===== src/rtl/md5_pkg.sv =====
// md5_pkg: shared types and constants for the md5 message padder.
package md5_pkg;
  typedef logic [511:0] md5_block_t;
  typedef logic [127:0] md5_digest_t;
  typedef enum logic [1:0] {COLLECT, PAD, ISSUE, WAIT} pad_state_e;
  localparam int MD5_LEN_BYTE0 = 56;
  localparam logic [7:0] MD5_PAD_MARKER = 8'h80;
endpackage


===== src/rtl/md5_pad_fmt.sv =====
// md5_pad_fmt: maps stored message bytes and length to a padded single md5 block.
module md5_pad_fmt
  import md5_pkg::*;
(
  input  logic [8*MD5_LEN_BYTE0-1:0] data,
  input  logic [5:0]                 len,
  output md5_block_t                 blk
);
  logic [63:0] bit_len;
  assign bit_len = {55'd0, len, 3'd0};
  for (genvar i = 0; i < 64; i++) begin : g_byte
    if (i >= MD5_LEN_BYTE0) begin : g_len
      assign blk[511-8*i -: 8] = bit_len[8*(i-MD5_LEN_BYTE0) +: 8];
    end else begin : g_msg
      assign blk[511-8*i -: 8] = (6'(i) < len) ? data[8*i +: 8] :
                                 (6'(i) == len) ? MD5_PAD_MARKER : 8'h00;
    end
  end
endmodule


===== src/rtl/md5_msg_padder.sv =====
// md5_msg_padder: byte stream to padded md5 block, issue to core, return digest.
// Define MD5_PAD_ERR_CNT_EN to add the saturating err_cnt output.
module md5_msg_padder
  import md5_pkg::*;
#(
  parameter int MAX_MSG_BYTES  = 55,
  parameter int DIGEST_TIMEOUT = 127,
  parameter int CNT_W          = 16
) (
  input  logic        clk,
  input  logic        rst,
  input  logic [7:0]  in_byte,
  input  logic        in_valid,
  input  logic        in_last,
  input  logic        in_empty,
  output logic        in_ready,
  output md5_block_t  msg_padded,
  output logic        msg_in_valid,
  input  logic        md5_ready,
  input  logic        md5_out_valid,
  input  md5_digest_t md5_digest,
  output md5_digest_t digest,
  output logic        digest_valid,
  output logic        len_err,
  output logic        timeout_err,
  output logic        busy
`ifdef MD5_PAD_ERR_CNT_EN
  ,
  output logic [CNT_W-1:0] err_cnt
`endif
);
  localparam int TMR_W = $clog2(DIGEST_TIMEOUT + 1);
  pad_state_e state, state_nx;
  logic [5:0] cnt;
  logic ovf, take, last, store, bad, capture, expire;
  logic [8*MD5_LEN_BYTE0-1:0] data;
  logic [TMR_W-1:0] tmr;
  md5_block_t fmt_blk;
  assign in_ready     = ~rst & (state == COLLECT);
  assign msg_in_valid = ~rst & (state == ISSUE) & md5_ready;
  assign busy         = state != COLLECT;
  assign take    = in_valid & in_ready;
  assign last    = take & in_last;
  assign store   = take & ~(in_last & in_empty);
  // bad covers both an earlier overflow and the byte that would overflow now
  assign bad     = ovf | (store & (cnt == 6'(MAX_MSG_BYTES)));
  assign capture = (state == WAIT) & md5_out_valid;
  assign expire  = (state == WAIT) & ~md5_out_valid & (tmr == TMR_W'(DIGEST_TIMEOUT - 1));
  md5_pad_fmt u_fmt (.data(data), .len(cnt), .blk(fmt_blk));
  always_ff @(posedge clk)
    if (rst) state <= COLLECT;
    else state <= state_nx;
  always_comb begin
    state_nx = state;
    unique case (state)
      COLLECT: state_nx = (last && !bad) ? PAD : COLLECT;
      PAD:     state_nx = ISSUE;
      ISSUE:   state_nx = md5_ready ? WAIT : ISSUE;
      WAIT:    state_nx = (md5_out_valid || expire) ? COLLECT : WAIT;
    endcase
  end
  always_ff @(posedge clk) begin
    if (rst) begin
      cnt          <= '0;
      ovf          <= 1'b0;
      data         <= '0;
      tmr          <= '0;
      msg_padded   <= '0;
      digest       <= '0;
      digest_valid <= 1'b0;
      len_err      <= 1'b0;
      timeout_err  <= 1'b0;
    end else begin
      digest_valid <= capture;
      len_err      <= last & bad;
      timeout_err  <= expire;
      tmr          <= (state == WAIT) ? tmr + 1'b1 : '0;
      if (store && !bad) data[{cnt, 3'b000} +: 8] <= in_byte;
      if (take) begin
        ovf <= bad & ~in_last;
        cnt <= (in_last && (bad || in_empty)) ? '0 : (store && !bad) ? cnt + 6'd1 : cnt;
      end
      if (state == PAD) msg_padded <= fmt_blk;
      if (capture || expire) cnt <= '0;
      if (capture) begin
        digest     <= md5_digest;
        msg_padded <= '0;
      end
    end
  end
`ifdef MD5_PAD_ERR_CNT_EN
  always_ff @(posedge clk)
    if (rst) err_cnt <= '0;
    else if (((last && bad) || expire) && !(&err_cnt)) err_cnt <= err_cnt + 1'b1;
`endif
endmodule

===== config.mk =====
export PLATFORM = sky130hd
export DESIGN_NAME = md5_msg_padder
export DESIGN_NICKNAME = d
export VERILOG_FILES = /design/src/rtl/md5_pkg.sv /design/src/rtl/md5_pad_fmt.sv /design/src/rtl/md5_msg_padder.sv
export SDC_FILE = /design/constraint.sdc
export NUM_CORES = 2
export LEC_CHECK = 0
export ABC_AREA = 1
export CELL_PAD_IN_SITES_DETAIL_PLACEMENT = 0
export CELL_PAD_IN_SITES_GLOBAL_PLACEMENT = 1
export CORE_MARGIN = 5
export CORE_UTILIZATION = 34
export DETAILED_ROUTE_END_ITERATION = 10
export PLACE_DENSITY = 0.73
export SETUP_SLACK_MARGIN = 0.15
export SYNTH_ARGS = -nofsm -noshare
export SYNTH_HDL_FRONTEND = slang
export SYNTH_SLANG_ARGS = --single-unit
export TNS_END_PERCENT = 50

===== constraint.sdc =====
create_clock -name clk -period 2.3 [get_ports clk]
set_clock_uncertainty 0.1 [all_clocks]
set_input_delay 0.46 -clock clk [delete_from_list [all_inputs] [get_ports clk]]
set_output_delay 0.46 -clock clk [all_outputs]
set_load 0.005 [all_outputs]

==> out/results.tsv <==
metric	value	unit
hold bufs inserted after CTS	0	
hold_sp	rst	
Crit Path Category	reg2reg	
count leader, synth	nand2_1	
I/O pins	789	
CTS tree	done	
Synth area leader	dfxtp_1	
clock root cell	clkbuf_16	
PortBufs	730	
worst rel slew slack	0.286	
CP startpoint kind	register	
Register-to-Register Path Depth	11	
RSZ-0062 raised after global routing	true	
outcome	completed	
Final min period	2.30	ns
first-pass GRT wire length	261000	µm
DR WL/cell	22.5	µm
sw frac	0.248	
CORE AREA	120000	µm²
largest net degree at the start of global routing	157	
Fin. Hold Viols	0	
Avg Cell Area, Syn	7.49	µm²
vias	41311	
Post-Syn Area	41200	µm²
fin. max-slew vios	0	
Max H-tree Level	3	
CTS Sinks	1049	
Peak Freq	0.435	GHz
post-route cell area	60000	µm²
setup ws final	0.000881	ns
via/cell ratio	4.99	
clock tree buffer depth	3	
WL final	186000	µm
reg-to-reg endpoint	data[12]	
Util after Layout	0.500	
Area Overhead vs Synth	45.7	%
Post-synth EDFFs	0	
Power Dens Cells	696	nW/µm²
Area after DPL	53300	µm²
clock share of power	0.463	
Pleak	25.3	nW
Die Area	128000	µm²
hold_ws	0.166	ns
RR Startpoint	cnt[1]	
layout net count	6708	
Synth Flop Type	dfxtp_1	
Starting Density	0.343	
max cap viols	0	
sequential element share of the synthesized area	0.510	
Yosys top cell area share	0.510	
Cell variety after synth	48	
Yosys reg bits	1049	
Commonest cells post-synth	nand2_1, dfxtp_1, nor2_1	
Mapped Cells	5503	
Worst VDD drop	0.564	mV
CP Capture Type	register	
crit path from	cnt[1]	
Power Internal	31.4	mW
fin cells	8271	
worst slew pin tran	1.07	ns
antenna violations before repair	5	
vias in the first global route	38498	
Worst Hold Path Cells	5	
share of cells above drive strength 1	0.165	
dominant cells by area after synthesis	dfxtp_1, nand2_1, nor2_1	
drt drc	0	
Setup Total Neg Slack	0	ns
Hold WC Path Type	in2reg	
CTS buffer count	113	
Sequential Power Share	0.448	
CP Max Fanout	10	
DRT Pass-1 Iters	8	
Die Ht	358	µm
Iter 0 DRT Violations	3610	
Final Power	41.8	mW
Chip Width	358	µm
Reg2Reg Setup Slack	0.0009	ns
total grt overflow	0	
Endpoint, Worst Hold	data[84]	
Worst-Skew Late Latency	0.72	ns
final worst-path cycle share	1.00	
Psw	10.4	mW
ANT nets after route	0	
WP data arrival	2.85	ns
asr flop ratio synth	0	
CTS clock-pin slew for the worst setup and hold paths	0.07	ns
fill count	11668	
gr usage total	0.272	
Gate power share	0.089	
dpl ws	-0.471	ns
warning count from the yosys run	0	
post-DP HPWL	136000	µm
gpl congestion	0.967	
row cnt	127	
Data required, critical path	2.85	ns
placed insts	7955	
Final setup viols	0	
## timing repair
item,in CTS,in global routing
endpoints found under the setup margin,1040,923
setup buffers,40,36
pin swaps,36,77
cloned,7,17
gates resized for setup,365,259
## metal layers
layer | routed length (µm) | vias up | global-route usage
met5 | 0 | - | 0
met4 | 7790 | 0 | 0.0968
met3 | 16200 | 332 | 0.0617
met2 | 90200 | 1628 | 0.474
met1 | 72100 | 19480 | 0.329
li1 | - | 19871 | -
## power groups by stage
stage	clock network, mW	registers [mW]	logic (mW)
final	19.4	18.7	3.73
after global routing	20.5	18.7	3.95
after CTS	19.8	18.7	3.51
after detailed placement	0	19.1	3.45
after global placement	0	19.1	3.45
after floorplan	0	19.1	1.41
## how the worst max path moves through the flow
stage	to	slack (ns)	cells after the start
6_report	data[12]	0.0009	11
5_1_grt	msg_padded[335]	-0.05	10
4_1_cts	msg_padded[344]	0.02	11
3_5_place_dp	data[446]	-0.47	12
3_3_place_gp	data[446]	-0.42	12
2_1_floorplan	data[88]	0.15	11
## layout by cell type, fill, tap and decap left out, types with 14 or more instances in the layout
cell | synthesis | final
clkbuf_16 | 0 | 126
buf_4 | 72 | 381
o21ai_1 | 18 | 36
dlygate4sd2_1 | 0 | 139
nand2_4 | 3 | 38
buf_6 | 5 | 36
buf_12 | 0 | 97
nand4_1 | 49 | 49
clkbuf_8 | 0 | 28
o211ai_1 | 47 | 47
dfxtp_4 | 0 | 14
inv_1 | 411 | 389
dfxtp_1 | 1049 | 1007
a21oi_1 | 560 | 542
nor2_4 | 9 | 45
nor2_2 | 18 | 29
clkinv_2 | 1 | 29
nand3_1 | 302 | 263
clkdlybuf4s50_1 | 0 | 584
a21oi_2 | 0 | 16
nand3_4 | 1 | 17
nor2_1 | 881 | 834
conb_1 | 1 | 58
inv_2 | 21 | 27
clkbuf_1 | 234 | 14
nor3_1 | 42 | 30
o21ai_0 | 317 | 292
a22o_1 | 128 | 128
nand2_2 | 16 | 42
nand3_2 | 9 | 33
nand2_1 | 1155 | 1087
dfxtp_2 | 0 | 28
## worst max-delay path, stage by stage, from the launching register on
cell and delay (ns):
dfxtp_4 0.36, clkinv_4 0.06, ha_4 0.19, inv_2 0.07
nand2_4 0.09, nand2_8 0.11, buf_4 0.17, clkbuf_16 0.17
nor4_2 0.50, buf_4 0.26, a21oi_1 0.07, nor2_1 0.08
## sequential cells by signal, indices dropped and copies added, names as in the netlist
| signal | flops |
|---|---|
| cnt | 6 |
| msg_padded | 454 |
| timeout_err | 1 |
| digest | 128 |
| state | 2 |
| data | 448 |
| ovf | 1 |
| digest_valid | 1 |
| len_err | 1 |
| tmr | 7 |
## layout make-up
class	count	area, µm²	area share
flip-flops and latches	1049	21100	0.351
multi-input cells	3684	18300	0.305
repair buffers	1270	12900	0.215
clock buffers	157	3320	0.0552
well taps	1612	2020	0.0336
inverters	440	1750	0.0291
clock inverters	55	658	0.0110
diodes	4	10.0	0.000167
## kinds of logic after synthesis
family / share of synthesized area
adder cells (fa/ha/maj): 0.00213
AND/OR/NAND/NOR: 0.251
XOR/XNOR: 0.000638
buffers and inverters: 0.0850
AO/OA/AOI/OAI: 0.152
flip-flops: 0.510
other: 0.0000910
(Power assumes the default switching activity.)
